==> src/rtl/seq_muxn.sv <==
// Registered N-channel mux with fixed-select or round-robin arbitration and valid/ready flow.
// Optional out_parity output (even parity of out_data) when SEQ_MUXN_PARITY_EN is defined.
module seq_muxn #(
    parameter int unsigned WIDTH    = 8,
    parameter int unsigned CHANNELS = 4,
    parameter int unsigned SEL_W    = 2
) (
    input  logic                      clk,
    input  logic                      rst_n,
    input  logic [CHANNELS*WIDTH-1:0] in_data,
    input  logic [CHANNELS-1:0]       in_valid,
    output logic [CHANNELS-1:0]       in_ready,
    input  logic                      mode,
    input  logic [SEL_W-1:0]          sel,
    output logic [WIDTH-1:0]          out_data,
    output logic [SEL_W-1:0]          out_chan,
    output logic                      out_valid,
`ifdef SEQ_MUXN_PARITY_EN
    output logic                      out_parity,
`endif
    input  logic                      out_ready
);

    logic [WIDTH-1:0]    data_q;
    logic [SEL_W-1:0]    chan_q;
    logic                valid_q;
    logic [SEL_W-1:0]    ptr_q, ptr_d;

    logic                load;
    logic                accept;
    logic                grant_vld;
    logic [SEL_W-1:0]    grant_idx;
    logic [WIDTH-1:0]    grant_data;

    logic [CHANNELS-1:0] vscan;
    logic                fix_vld, hi_vld, lo_vld;
    logic [SEL_W-1:0]    fix_idx, hi_idx, lo_idx;

    assign load = ~valid_q | out_ready;

    // Round-robin is split into a search at/above ptr and a wrap-around search below it.
    always_comb begin
        vscan   = in_valid;
        fix_vld = 1'b0;
        fix_idx = '0;
        hi_vld  = 1'b0;
        hi_idx  = '0;
        lo_vld  = 1'b0;
        lo_idx  = '0;
        for (int unsigned k = 0; k < CHANNELS; k++) begin
            if (vscan[0]) begin
                if (SEL_W'(k) == sel) begin
                    fix_vld = 1'b1;
                    fix_idx = SEL_W'(k);
                end
                if (k >= 32'(ptr_q)) begin
                    if (!hi_vld) begin
                        hi_vld = 1'b1;
                        hi_idx = SEL_W'(k);
                    end
                end else if (!lo_vld) begin
                    lo_vld = 1'b1;
                    lo_idx = SEL_W'(k);
                end
            end
            vscan = vscan >> 1;
        end
    end

    always_comb begin
        grant_vld = 1'b0;
        grant_idx = '0;
        if (!mode) begin
            grant_vld = fix_vld;
            grant_idx = fix_idx;
        end else begin
            grant_vld = hi_vld | lo_vld;
            grant_idx = hi_vld ? hi_idx : lo_idx;
        end
    end

    assign accept     = load & grant_vld;
    assign grant_data = WIDTH'(in_data >> (32'(grant_idx) * WIDTH));

    always_comb begin
        in_ready = '0;
        if (rst_n && accept) begin
            in_ready = CHANNELS'(1) << grant_idx;
        end
    end

    always_comb begin
        ptr_d = ptr_q;
        if (mode && accept) begin
            ptr_d = (32'(grant_idx) == CHANNELS - 1) ? '0 : grant_idx + SEL_W'(1);
        end
    end

    always_ff @(posedge clk or negedge rst_n) begin
        if (!rst_n) begin
            data_q  <= '0;
            chan_q  <= '0;
            valid_q <= 1'b0;
            ptr_q   <= '0;
        end else begin
            ptr_q <= ptr_d;
            if (load) begin
                valid_q <= grant_vld;
                if (grant_vld) begin
                    data_q <= grant_data;
                    chan_q <= grant_idx;
                end
            end
        end
    end

`ifdef SEQ_MUXN_PARITY_EN
    logic parity_q;

    always_ff @(posedge clk or negedge rst_n) begin
        if (!rst_n) begin
            parity_q <= 1'b0;
        end else if (accept) begin
            parity_q <= ^grant_data;
        end
    end

    assign out_parity = parity_q;
`endif

    assign out_data  = data_q;
    assign out_chan  = chan_q;
    assign out_valid = valid_q;

endmodule

==> config.mk <==
export PLATFORM = sky130hd
export DESIGN_NAME = seq_muxn
export DESIGN_NICKNAME = d
export VERILOG_FILES = /design/src/rtl/seq_muxn.sv
export SDC_FILE = /design/constraint.sdc
export NUM_CORES = 1
export LEC_CHECK = 0
export ABC_AREA = 1
export CORE_MARGIN = 8
export CORE_UTILIZATION = 36
export CTS_BUF_LIST = sky130_fd_sc_hd__clkbuf_8
export DETAILED_ROUTE_END_ITERATION = 8
export PLACE_DENSITY = 0.72
export SLEW_MARGIN = 20
export SYNTH_ARGS = -nofsm -noshare
export SYNTH_HDL_FRONTEND = slang
export SYNTH_SLANG_ARGS = --single-unit
==> constraint.sdc <==
create_clock -name clk -period 3.4 [get_ports clk]
set_input_delay 0.68 -clock clk [delete_from_list [all_inputs] [get_ports clk]]
set_output_delay 0.68 -clock clk [all_outputs]
set_load 0.05 [all_outputs]
### Yosys cells after proc, flatten, opt, wreduce, memory -nomap -nowiden

Index checks and enable logic that the tools add are counted.

| word-level totals | value |
|---|---|
| bits in registers | 13 |
| input bits | 42 |
| word-level logic and storage cells | 68 |
| output and inout port bits | 15 |

| cells by class | value |
|---|---|
| $add $sub $neg | 1 |
| $lt $le $gt $ge | 3 |
| eq/ne operators | 4 |
| reduce and logical (&&, ||, !) cells | 4 |
| bitwise logic cells | 4 |
| multiplexer cells | 46 |
| shifts and indexed selects | 2 |

Operators with widths:

| cell | number |
|---|---|
| 32-bit by 5-bit right shift with 8-bit output | 1 |
| 1-bit 2-to-1 mux | 30 |
| 2-bit 2-to-1 mux | 15 |
| 2-bit equality test (first input constant) | 2 |
| 1-bit by 2-bit >= comparator with 1-bit output (first input constant) | 2 |
| 4-bit 2-to-1 mux | 1 |
| 1-bit by 2-bit left shift with 4-bit output (first input constant) | 1 |
| 2-bit by 1-bit adder with 2-bit output (second input constant) | 1 |
| 1-bit by 2-bit equality test with 1-bit output (first input constant) | 1 |
| 2-bit equality test (second input constant) | 1 |
| 2-bit >= comparator (first input constant) | 1 |
| 1-bit logical AND | 2 |
| 2-bit zero test | 1 |
| 1-bit bitwise OR | 2 |
| 2-bit AND reduction | 1 |
| 1-bit bitwise AND | 1 |
| 1-bit NOT | 1 |

### Depth between registers and ports, before layout

Gate-level depths: netlist of the first run.

| depth | value |
|---|---|
| depth after elaboration | 15 |
| gate-level depth with buffers | 13 |

### Least setup slack after synthesis of the first run

Ideal clock, no wire load.

| timing path | value |
|---|---|
| path type | input to output |
| start point | input in_valid[1] |
| end point | output in_ready[0] |
| slack | 291 ps |
| stages on the path | 8 |
| arrival | 2429 ps |
| path buffers | 1 |
| cells stage by stage | nand2_1 nand2_4 nor2_4 nand3_2 nand3_4 nand2_4 buf_12 nor3_1 |

| between the ends | value |
|---|---|
| cells in the longest elaborated chain, start to end | 10 |
| elaborated cells on any way between the ends | 35 |
| those cells by class | shift (1); mux (31); bitwise (2); reduce/logical (1) |

Ends and longest elaborated chain:

| item | RTL line | source |
|---|---|---|
| from (decl) | 11 | `input logic [CHANNELS-1:0] in_valid,` |
| 1-bit 2-to-1 mux | 51 | `if (vscan[0]) begin` |
| 2-bit 2-to-1 mux | 57 | `if (!hi_vld) begin` |
| 2-bit 2-to-1 mux | 56 | `if (k >= 32'(ptr_q)) begin` |
| 2-bit 2-to-1 mux | 51 |  |
| 2-bit 2-to-1 mux | 57 |  |
| 2-bit 2-to-1 mux | 51 |  |
| 2-bit 2-to-1 mux | 78 | `grant_idx = hi_vld ? hi_idx : lo_idx;` |
| 2-bit 2-to-1 mux | 73 | `if (!mode) begin` |
| 1-bit by 2-bit left shift with 4-bit output | 88 | `in_ready = CHANNELS'(1) << grant_idx;` |
| 4-bit 2-to-1 mux * | 87 | `if (rst_n && accept) begin` |
| to (decl) | 12 | `output logic [CHANNELS-1:0] in_ready,` |

Every way passes the cells marked *; elsewhere a longest branch is shown, timed or not.

### Worst setup path after layout of the first run

| timing path | value |
|---|---|
| start point | input in_valid[1] |
| end point | output in_ready[2] |

The elaborated chain is that of the path after synthesis.

==> flow_summary.ini, run 1 <==
[clock_network]
clock_path_buffers = 2
clkSinkCount = 13
root_buffer = clkbuf_8
postCtsSetupRepairBufs = 0
htreeDepth = 1
cts_buffers = 3
clk_latency_ps = 240
clkTransAtPathRegs_ps = 50
cts_tree = done

[grt]
antenna_found_initial = 0
grtUsageTotal_pct = 14.1
grt_pass1_vias = 1396
grt_max_degree = 17
grt-ovfl-total = 0
grt_pass1_wl_um = 6070

[sta]
rsz0062_at_grt = no
maxSlewViolCount = 0
setup_violations = 0
min_period_ps = 3140
hold_viol_final = 0
whs_ps = 478
worstMarginPinSlew_ps = 512
slew_headroom_pct = 65.7
period_share_pct = 92.4
max_clock_freq_mhz = 318
fin_setup_tns_ps = 0
finClkSkew_ps = 3.68

[pwr]
clock_power_share_pct = 11.8
power_density_nw_per_um2 = 586
p_int_uw = 552
combPwrFrac_pct = 65.0
power_frac_seq_pct = 23.2
vdd_drop_max_mv = 0.430
sw_frac_of_total_pct = 49.8
p_leak_uw = 0.000967
power.switching_uw = 547

[detailed_routing]
first_iter_violations = 51
remaining_drc_errors = 0
post_drt_via_cell_ratio = 4.72
wl_per_cell_um = 11.8
final_antenna_net_count = 0
route.vias.total = 1415
routed_wirelength_um = 3550
first_pass_iters = 4

[floorplan]
die_area_um2 = 5430
initial_utilization_pct = 36.8
dieWidth_um = 73.7
core_area_um2 = 3260
rows = 21
fp.dieH_um = 73.7
pin_count = 57

[critical_path]
crit_path_cell_trace = clkdlybuf4s50_1 -> nand2_1 -> nand2_4 -> nor2_4 -> nand3_1 -> nand3_2 -> inv_2 -> nand2_1 -> nor3_1 -> buf_12
worstPathMaxFanout = 9
max_stage_delay_ps = 560
crit_path_frequent_cell = nand2_1
cp_num_buf_inv = 3
cp-start-kind = input port
endpoint_kind = primary output
path_class = input port to primary output
arrival_ps = 2460
critPathSlowestCell = clkdlybuf4s50_1
crit_required_ps = 2720
cp_top_family = simple AND/OR/NAND/NOR gates

[finish]
syn_to_final_growth_pct = 56.5
finalInstanceArea_um2 = 1880
num_antenna_cells = 0
nets = 298
drive_gt1_share_pct = 12.6
final_util_pct = 57.6

[run]
timing.max_cap.violations = 0

[worst_hold_path]
hold_path_class = flop to flop

[synth]
synth_nets = 238
synthCells = 195
synth_seq_area_share_pct = 27.1
ys_types = 23
ys.warnings.count = 0
netlist_area_um2 = 1200
ys_ff_latch = 13
avgSynthCellArea_um2 = 6.15

[placed_design]
dpl.hpwl_um = 2940
routabilityCongestion = 0.897
dpl_cell_area_um2 = 1830
io_buffers = 56

[outcome]
status = finished, final reports clean
==> timing repair <==
action                     in CTS  in global routing
setup endpoints to repair       0                  1
hold buffers                    0                  0
gates resized for setup         0                  1
==> worst register-to-register path, cell delays in order, from the launching register on <==
cell	delay (ps)
dfrtp_1	430
nor2_1	230
nand2_2	120
nand2_4	100
o21ai_1	80
o21ai_1	180
inv_2	150
ha_1	320
nand2_1	60
o21ai_0	60
==> final timing paths <==
check                            start          end  slack (ps)  depth (start not counted)
hold reg to reg            out_data[5]  out_data[5]         480                          2
setup reg to reg              ptr_q[1]     ptr_q[1]        1550                          9
min in group asynchronous        rst_n     ptr_q[1]         740                          2
max in group asynchronous        rst_n  out_data[6]        2490                          2
hold / removal             out_data[5]  out_data[5]         480                          2
setup / recovery           in_valid[1]  in_ready[2]         260                         10
==> metrics by stage <==
stage	setup slack [ps]	power [uW]	std cells
6_report	258	1100	300
5_1_grt	38.7	1190	300
4_1_cts	171	1110	300
3_5_place_dp	177	977	296
3_3_place_gp	164	973	296
2_1_floorplan	291	748	195
==> Yosys cell counts (all sizes together) <==
cell type	instances	area share (%)
a31oi	1	0.52
nor3	4	2.1
a21oi	2	0.84
nand2	75	26
inv	31	9.7
nand4	2	1.0
ha	1	1.0
buf	6	4.3
nand3	44	20
nor2	9	3.4
dfrtp	13	27
o21ai	7	3.2
==> registers in the layout, summed over array words and instances, names as in the netlist <==
| register | count |
|---|---|
| out_chan | 2 |
| ptr_q | 2 |
| out_data | 8 |
| out_valid | 1 |
==> power groups by stage <==
stage / Clock [uW] / Sequential, uW / Combinational [uW]
after floorplan: 0 / 429 / 319
after global placement: 0 / 257 / 716
after detailed placement: 0 / 258 / 719
after CTS: 133 / 256 / 722
after global routing: 146 / 263 / 778
final: 130 / 255 / 714
==> cell families after synthesis <==
family	share of synthesized area [%]
AO/OA/AOI/OAI	4.59
adder cells (fa/ha/maj)	1.04
buffers and inverters	14.0
AND/OR/NAND/NOR	53.2
flip-flops	27.1
==> layer usage <==
metal | track usage [%] | vias to the layer above | routed length, um | share of wire (%)
li1 | - | 741 | - | -
met1 | 15.0 | 600 | 1460 | 41
met2 | 23.6 | 61 | 1630 | 46
met3 | 5.73 | 13 | 354 | 10
met4 | 6.65 | 0 | 101 | 2.8
met5 | 0 | - | 0 | 0
==> layout by cell type, fill, tap and decap left out, types with 4 or more instances in the layout <==
| cell | count |
|---|---|
| nand3_1 | 41 |
| inv_2 | 4 |
| buf_4 | 6 |
| clkdlybuf4s50_1 | 52 |
| nor2_1 | 8 |
| nand2_2 | 8 |
| nand2_1 | 65 |
| dfrtp_1 | 13 |
| inv_1 | 28 |
==> area by class of cell <==
type                            instances  area (um^2)
Inverter                               31          116
Timing Repair Buffer                   61          626
Clock buffer                            3         41.3
Clock inverter                          1         3.75
Sequential cell                        13          325
Fill cell                             342         1380
Tap cell                               46         57.6
Multi-Input combinational cell        145          706
(Power assumes the default switching activity.)
==> run 2, diff against run 1 <==
- CORE_ASPECT_RATIO: default -> 0.5
==> flow_summary.ini, run 2 (synthesis results as in run 1) <==
[detailed_routing]
final_antenna_net_count = 0
remaining_drc_errors = 0
first_iter_violations = 48
wl_per_cell_um = 12.4
first_pass_iters = 4
route.vias.total = 1411
routed_wirelength_um = 3650
post_drt_via_cell_ratio = 4.80

[critical_path]
worstPathMaxFanout = 9
max_stage_delay_ps = 580
arrival_ps = 2470
cp-start-kind = input port
endpoint_kind = primary output
critPathSlowestCell = clkdlybuf4s50_1
crit_required_ps = 2720
crit_path_cell_trace = clkdlybuf4s50_1 -> nand2_2 -> nand2_4 -> nor2_4 -> nand3_1 -> nand3_2 -> inv_2 -> nand2_1 -> nor3_1 -> buf_12
path_class = input port to primary output

[clock_network]
clkSinkCount = 13
postCtsSetupRepairBufs = 0
cts_buffers = 3
htreeDepth = 1
clock_path_buffers = 2
postCtsResizedCells = 0
clkTransAtPathRegs_ps = 60
clk_latency_ps = 250
root_buffer = clkbuf_8
cts_tree = done
cts_hold_buf = 0

[placed_design]
dp_slack_ps = 180
routabilityCongestion = 0.768
placed_cells = 290
io_buffers = 56
dpl.hpwl_um = 3160

[run]
timing.max_cap.violations = 0

[sta]
setup_violations = 0
slew_headroom_pct = 66.1
fin_setup_tns_ps = 0
fin_ws_ps = 248
period_share_pct = 92.7
maxSlewViolCount = 0
rsz0062_at_grt = no
worstMarginPinSlew_ps = 507
min_period_ps = 3150
hold_viol_final = 0
max_clock_freq_mhz = 317
finClkSkew_ps = 7.25

[pwr]
combPwrFrac_pct = 64.4
power_frac_seq_pct = 22.9
clock_power_share_pct = 12.6
power_density_nw_per_um2 = 594
p_int_uw = 554
vdd_drop_max_mv = 0.309
power.switching_uw = 556
p_leak_uw = 0.000965
sw_frac_of_total_pct = 50.1
p_total_uw = 1110

[finish]
final_cells = 294
drive_gt1_share_pct = 13.0
largest_register_ffs = 8
layout_commonest_cell = nand2_1
nets = 298
most-common-layout-cells = nand2_1, clkdlybuf4s50_1, nand3_1
nFillCells = 312
num_antenna_cells = 0
syn_to_final_growth_pct = 55.9

[grt]
antenna_found_initial = 0
grt_pass1_wl_um = 6220
grt_max_degree = 17
grtUsageTotal_pct = 13.3
grt_pass1_vias = 1437
grt-ovfl-total = 0

[floorplan]
pin_count = 57
dieWidth_um = 97.6
initial_utilization_pct = 38.9
core_area_um2 = 3080
die_area_um2 = 5540
fp.dieH_um = 56.8
rows = 14

[worst_hold_path]
hold_path_class = flop to flop

[outcome]
status = finished, final reports clean
[run 2: final cells by class]
cell class / instances / area [um^2] / area share (%)
tap: 40 / 50.0 / 2.68
clock inverter: 1 / 5.00 / 0.268
inverter: 31 / 116 / 6.22
timing repair buffer: 61 / 626 / 33.5
multi-input combinational: 145 / 706 / 37.8
clock buffer: 3 / 41.3 / 2.21
sequential: 13 / 325 / 17.4
[run 2: per-stage QoR]
step / utilization (%) / instance area, um^2 / hold slack [ps]
floorplan: - / 1200 / 384
global placement: 59.1 / 1820 / 465
detailed placement: 59.1 / 1820 / 467
CTS: 60.6 / 1870 / 484
global route: 60.6 / 1870 / 524
finish: 60.6 / 1870 / 478
[run 2: layer usage]
| metal | vias to the layer above | share of wire (%) | track usage (%) |
|---|---|---|---|
| met2 | 36 | 51 | 25.1 |
| met3 | 6 | 4.3 | 2.44 |
| met5 | - | 0 | 0 |
| met1 | 632 | 43 | 14.5 |
| li1 | 737 | - | - |
| met4 | 0 | 1.4 | 4.70 |
[run 2: path summary, 6_finish.rpt]
| kind | from | end | slack, ps | cells after the start |
|---|---|---|---|---|
| max | in_valid[0] | in_ready[2] | 250 | 10 |
| min | out_data[2] | out_data[2] | 480 | 2 |
| max reg2reg | ptr_q[1] | ptr_q[1] | 1530 | 9 |
| min reg2reg | out_data[2] | out_data[2] | 480 | 2 |
| max in group asynchronous | rst_n | out_data[0] | 2450 | 2 |
| min in group asynchronous | rst_n | out_chan[1] | 780 | 2 |
[run 2: worst max-delay path, delay by kind of cell]
family                 cells  cell delay [ps]
and+or+nand+nor            7              880
buffers and inverters      3              910
[run 2: power groups by stage]
stage                     Clock [uW]  Sequential (uW)  Combinational [uW]
after floorplan                    0              429                 319
after global placement             0              255                 713
after detailed placement           0              258                 718
after CTS                        146              256                 722
after global routing             155              264                 777
final                            140              255                 715
==> run 3, diff against run 2 <==
- CTS_CLUSTER_DIAMETER: default -> 120
- PLACE_DENSITY: 0.72 -> 0.75
- clock period: 3.4 -> 2.6 ns (I/O delays scaled with it)
==> flow_summary.ini, run 3 (synthesis results as in run 1) <==
[grt]
grt-ovfl-total = 0
globalRouteMet3Util_pct = 2.68
grt_pass1_vias = 1516
use_met2_pct = 26.2
grtUsageTotal_pct = 14.1
antenna_found_initial = 0
busiest_layer = met2
grt_pass1_wl_um = 6730
grt_max_degree = 17
met1_usage_pct = 16.0

[floorplan]
initial_utilization_pct = 38.9
die_area_um2 = 5540
pin_count = 57
rows = 14
core_area_um2 = 3080
dieWidth_um = 97.6
fp.dieH_um = 56.8

[clock_network]
clkSinkCount = 13
cts_buffers = 3
clk_latency_ps = 250
root_buffer = clkbuf_8
cts_hold_buf = 0
clkTransAtPathRegs_ps = 60
htreeDepth = 1
cts_tree = done
clock_path_buffers = 2

[critical_path]
cp_top_family = buffers and inverters
endpoint_kind = primary output
arrival_ps = 2000
max_stage_delay_ps = 500
worstPathMaxFanout = 6
cp_num_buf_inv = 5
crit_required_ps = 2080
critPathSlowestCell = clkdlybuf4s50_1
cp-start-kind = input port
path_class = input port to primary output
crit_path_cell_trace = clkdlybuf4s50_1 -> inv_2 -> nand3_2 -> a31oi_1 -> nand2_1 -> nand3_2 -> inv_2 -> nand2_4 -> nor3_2 -> buf_4 -> buf_12

[sta]
min_period_ps = 2520
hold_viol_final = 0
setup_violations = 0
slew_headroom_pct = 65.3
max_clock_freq_mhz = 396
worstMarginPinSlew_ps = 519
finClkSkew_ps = 0.949
maxSlewViolCount = 0
period_share_pct = 97.1

[placed_design]
dpl.hpwl_um = 3180
io_buffers = 56
routabilityCongestion = 0.794
dpl_cell_area_um2 = 1920

[pwr]
clock_power_share_pct = 11.9
power_frac_seq_pct = 21.8
power.switching_uw = 772
p_leak_uw = 0.00109
vdd_drop_max_mv = 0.548
power_density_nw_per_um2 = 760
combPwrFrac_pct = 66.3
p_int_uw = 787
sw_frac_of_total_pct = 49.5

[worst_hold_path]
hold_path_class = flop to flop

[finish]
drive_gt1_share_pct = 22.9
num_antenna_cells = 0
layout_commonest_cell = nand2_1
syn_to_final_growth_pct = 71.1
final_util_pct = 66.5
largest_register_ffs = 8
nets = 315
finalInstanceArea_um2 = 2050
most-common-layout-cells = nand2_1, clkdlybuf4s50_1, nand3_1

[detailed_routing]
first_pass_iters = 4
routed_wirelength_um = 4080
route.vias.total = 1514
wl_per_cell_um = 13.1
post_drt_via_cell_ratio = 4.87
first_iter_violations = 59
final_antenna_net_count = 0
remaining_drc_errors = 0

[outcome]
status = finished, final reports clean

[run]
timing.max_cap.violations = 0
## run 3: cell types whose count changed in the layout (fill, tap and decap cells not counted), moves of 3 or more
cell	before	now
nor3_2	1	4
clkdlybuf4s50_1	52	46
nor2_2	0	3
dlymetal6s2s_1	0	3
buf_4	6	22
nor3_1	3	0
nor2_1	8	5
## run 3: tightest hold or removal path: stages (launching register included)
cell and delay (ps):
dfrtp_1 340, nand2_1 50, nand2_1 50
## run 3: metal layers
metal	up-vias	wire [um]
met5	-	0
met4	0	59
met3	8	101
met2	31	2080
met1	706	1840
li1	769	-
## run 3: final cells by class
class	instances	area [um^2]
Sequential cell	13	327
Multi-Input combinational cell	145	749
Timing Repair Buffer	78	762
Clock buffer	3	41.3
Clock inverter	1	5.00
Inverter	31	116
Fill cell	288	1030
Tap cell	40	50.0
## run 3: path summary, 6_finish.rpt
check | slack, ps | to | startpoint | cells past startpoint
worst max-delay path | 80 | in_ready[0] | mode | 11
worst min-delay path | 480 | out_data[2] | out_data[2] | 2
worst max register to register | 690 | out_data[5] | ptr_q[1] | 14
worst min register to register | 480 | out_data[2] | out_data[2] | 2
max in group asynchronous | 1740 | ptr_q[1] | rst_n | 2
min in group asynchronous | 680 | out_chan[0] | rst_n | 2
## run 3: repair_timing
item | in CTS | in global routing
endpoints found under the setup margin | 4 | 4
setup buffers | 2 | 2
pin swaps | 2 | 1
gates resized for setup | 12 | 10
## run 3: power by group through the flow
stage | clock, uW | sequential [uW] | combinational [uW]
6_report | 186 | 340 | 1030
5_1_grt | 202 | 348 | 1120
3_5_place_dp | 0 | 337 | 993
2_1_floorplan | 0 | 560 | 417
3_3_place_gp | 0 | 336 | 983
4_1_cts | 193 | 335 | 1020
## run 3: through the flow
step / setup TNS [ps] / instances / worst slack (ps) / hold slack, ps / total power [uW]
floorplan: -466 / 195 / -233 / 224 / 978
global route: -12.6 / 311 / -12.6 / 499 / 1670
detailed placement: -245 / 303 / -95.5 / 465 / 1330
CTS: 0 / 309 / 0.496 / 482 / 1540
global placement: -171 / 303 / -58.1 / 464 / 1320
finish: 0 / 311 / 75.6 / 475 / 1560
==> variant 1, RTL diff (config.mk and constraints of run 1) <==
Set the parameter `CHANNELS` to 2 (it was 4).
--- a/src/rtl/seq_muxn.sv
+++ b/src/rtl/seq_muxn.sv
@@ -2,7 +2,7 @@
 // Optional out_parity output (even parity of out_data) when SEQ_MUXN_PARITY_EN is defined.
 module seq_muxn #(
     parameter int unsigned WIDTH    = 8,
-    parameter int unsigned CHANNELS = 4,
+    parameter int unsigned CHANNELS = 2,
     parameter int unsigned SEL_W    = 2
 ) (
     input  logic                      clk,
Ports: changed (resized in_data, in_ready and in_valid); port bits go from 57 to 37. No check against the original RTL was run, so the function may have changed too.
==> variant 1 against run 1 <==
  * Total power down 50%
  * Wire length is 47% lower
  * Utilization up 1.7 points
  * Synthesized area down 42%
  * Setup slack better by 290 ps
  * Sequential cell count decreased by 2
  * Critical path depth decreased by 4
  * Sequential power down 33%
  * Final area decreased by 41%
  * Global-route usage fell by 2.0 points
  * Critical endpoint is now in_ready[0]
==> variant 1: results (changes against run 1) <==
status=finished clean; top cells by area, synth=dfrtp_1 40%, nand2_1 23%, nand3_1 6.5%; slew margin rel.=64.2% (-1.5 points); Critical Path Fanout Max=12 (+3); DP HPWL=1.51 mm (-49%); sequential fraction of the synthesis area=39.8% (+13 points); syn nets=117 (-51%); mean post-synth cell area=7.44 um^2 (+21%); Final GP Congestion=0.770 (-14%); Compound-Gate Fraction of Synth Area=3.07% (-1.5 points); Distinct cells, synth=18 (-22%); Tot GR Track Use=12.1% (-2.0 points); placed cells=153 (-48%); vias in the first global route=745 (-47%); Psw=0.223 mW (-59%); met2 Use GR=20.2% (-3.5 points); clock skew=5.79 ps (+2.11 ps); WL met1=749 um (-49%); first-pass GRT wire length=3.15 mm (-48%); total vias in the final route=698 (-51%); placed inst area=0.00107 mm^2 (-42%); initial DRC count=7 (-86%); LEAKAGE=0.555 nW (-43%); met2 wire length=911 um (-44%); share of layout cells above drive strength 1=16.9% (+4.3 points); metal3 WL=115 um (-68%); M3 GR Usage=2.58% (-3.1 points); dpl ws=560 ps (+384 ps); Worst Path Arrival=2170 ps (-290 ps); IO Port Bufs=35 (-38%); Synth Area in Adders=0% (-1.0 points); VDD IR max=208 uV (-52%); drt wl/cell=11.9 um (+0.64%); met1 GRT Util=12.3% (-2.7 points); Post-synth top cells=42 x nand2_1, 11 x dfrtp_1, 9 x nand3_1
variant 1: cell count changes after synthesis, sizes merged, moves of 2 or more:
| cell | run 1 | this run |
|---|---|---|
| buf | 6 | 3 |
| dfrtp | 13 | 11 |
| inv | 31 | 8 |
| nand2 | 75 | 51 |
| nand3 | 44 | 12 |
| nand4 | 2 | 0 |
| nor2 | 9 | 3 |
| nor3 | 4 | 1 |
| o21ai | 7 | 1 |
variant 1: final cells by class:
class / instances / area [um^2]
timing repair buffer: 36 / 378
fill: 183 / 767
tap: 27 / 33.8
inverter: 8 / 30.0
multi-input combinational: 71 / 353
sequential: 11 / 275
clock inverter: 1 / 3.75
clock buffer: 3 / 41.3
variant 1: power groups by stage:
stage	Clock, mW	Sequential, mW	Combinational (mW)
2_1_floorplan	0	0.256	0.0717
3_3_place_gp	0	0.171	0.249
3_5_place_dp	0	0.172	0.250
4_1_cts	0.136	0.170	0.251
5_1_grt	0.145	0.173	0.265
6_report	0.133	0.170	0.248
variant 1: worst paths after layout:
check                                        start                      end  slack (ps)  cells past startpoint
max in group asynchronous                    rst_n  out_data[3]$_DFFE_PN0P_        2500                      2
min in group asynchronous                    rst_n  out_data[6]$_DFFE_PN0P_         740                      2
setup reg to reg              ptr_q[0]$_DFFE_PN0P_  out_data[5]$_DFFE_PN0P_        2240                      7
setup / recovery                              mode              in_ready[0]         550                      6
hold / removal             out_data[1]$_DFFE_PN0P_  out_data[1]$_DFFE_PN0P_         480                      2
hold reg to reg            out_data[1]$_DFFE_PN0P_  out_data[1]$_DFFE_PN0P_         480                      2
variant 1: logic make-up after synthesis:
kind of cell | count (synthesis)
and+or+nand+nor | 67
DFF | 11
buffers and inverters | 11
AOI/OAI and AO/OA | 3
other | 1
==> variant 2, RTL diff (config.mk and constraints of run 1) <==
Without the edit above. Add an input register stage for `mode`, without a reset; this delays it by one clock. The other inputs are not delayed to match.
--- a/src/rtl/seq_muxn.sv
+++ b/src/rtl/seq_muxn.sv
@@ -20,6 +20,12 @@
 `endif
     input  logic                      out_ready
 );
+
+    logic mode_q;
+
+    always_ff @(posedge clk) begin
+        mode_q <= mode;
+    end
 
     logic [WIDTH-1:0]    data_q;
     logic [SEL_W-1:0]    chan_q;
@@ -70,7 +76,7 @@
     always_comb begin
         grant_vld = 1'b0;
         grant_idx = '0;
-        if (!mode) begin
+        if (!mode_q) begin
             grant_vld = fix_vld;
             grant_idx = fix_idx;
         end else begin
@@ -91,7 +97,7 @@
 
     always_comb begin
         ptr_d = ptr_q;
-        if (mode && accept) begin
+        if (mode_q && accept) begin
             ptr_d = (32'(grant_idx) == CHANNELS - 1) ? '0 : grant_idx + SEL_W'(1);
         end
     end
Behaviour: not the same (Yosys sat finds a counterexample within 4 cycles, from zero or initial values and one cycle with rst_n low).
==> variant 2 against run 1 <==
  * Clock skew grew 4.4 ps
  * Synthesized area rose by 1.7%
  * First-iteration DRC count rose by 22%
  * Synthesized cell count is 0.51% higher
  * Critical path depth stayed put
  * Wire length grew 3.7%
  * Global-route usage about the same
  * Total power up 4.7%
  * Sequential cell count rose by 1
  * Non-clock buffer count increased by 1
  * Via count fell by 1.1%
  * Final area rose by 2.0%
  * Fmax is essentially flat
  * Setup slack got worse by 0.88 ps
  * Largest power group unchanged
==> variant 2: results (changes against run 1) <==
VDD IR max=181 uV (-58%); Distinct cells, synth=24 (+4.3%); Synth async-reset ratio=92.9% (-7.1 points); vias in the first global route=1424 (+2.0%); sw frac=48.7% (-1.0 points); first-pass GRT wire length=6.27 mm (+3.3%); Compound-Gate Fraction of Synth Area=4.52% (-0.075 points); Resize count post-CTS=0 (unchanged); Num CTS Buffers=3 (unchanged); IO Port Bufs=56 (unchanged); LEAKAGE=0.983 nW (+1.7%); Final GP Congestion=0.773 (-14%); ClkCell Share=2.88% (+0.48 points); buffering overhead=33.1% (-0.26 points); Register Area=345 um^2 (+6.2%); Synth Area in Adders=1.03% (-0.017 points); slowest stage delay, CP=520 ps (-40 ps); Critical Path Fanout Max=9 (unchanged); DP HPWL=2.97 mm (+1.1%); Clk pwr share=14.2% (+2.4 points); dpl ws=275 ps (+97.9 ps); R2R depth=11 (+2); share of layout cells above drive strength 1=12.9% (+0.29 points); syn nets=239 (+0.42%); Synth Flop Type=dfrtp_1; num sequential=14 (+1); drt wl/cell=12.2 um (+3.0%); non-filler cells, final=302 (+0.67%); first-pass detailed-route iteration total=4 (unchanged); Post-CTS Setup Inserts=0 (unchanged); slew margin rel.=63.6% (-2.1 points); Worst Path Arrival=2460 ps (about the same); fill count=309 (-9.6%); top cells by area, synth=dfrtp_1 27%, nand2_1 20%, nand3_1 17%; status=finished clean; bufs w/o clock=62 (+1.6%); Tot GR Track Use=14.1% (-0.030 points); initial DRC count=62 (+22%); largest net degree at the start of global routing=17 (unchanged); mean post-synth cell area=6.22 um^2 (+1.2%); Post-synth top cells=65 x nand2_1, 41 x nand3_1, 28 x inv_1; vias per inst=4.64 (-1.7%); sequential fraction of the synthesis area=28.3% (+1.2 points); post-route cell area=0.00191 mm^2 (+2.0%); clock skew=8.03 ps (+4.35 ps); clock-net power=0.163 mW (+25%); H-tree levels=1 (unchanged); # clk buffers=4 (+1); Yosys top cell area share=26.7% (-0.45 points); comb pwr=0.721 mW (+1%)
variant 2: path summary, 6_finish.rpt:
path / start / to / slack (ps)
setup / recovery: in_valid[3] / in_ready[0] / 260
hold / removal: out_data[5]$_DFFE_PN0N_ / out_data[5]$_DFFE_PN0N_ / 470
max in group asynchronous: rst_n / out_data[2]$_DFFE_PN0N_ / 2450
hold reg to reg: out_data[5]$_DFFE_PN0N_ / out_data[5]$_DFFE_PN0N_ / 470
min in group asynchronous: rst_n / ptr_q[1]$_DFFE_PN0P_ / 780
setup reg to reg: ptr_q[1]$_DFFE_PN0P_ / out_data[6]$_DFFE_PN0N_ / 1530
variant 2: layer usage:
metal	wire length (um)	share of wire, %	vias up	global-route usage [%]
met3	246	6.7	2	2.16
li1	-	-	741	-
met4	32	0.87	0	3.77
met1	1610	44	615	17.6
met2	1790	49	42	24.2
met5	0	0	-	0
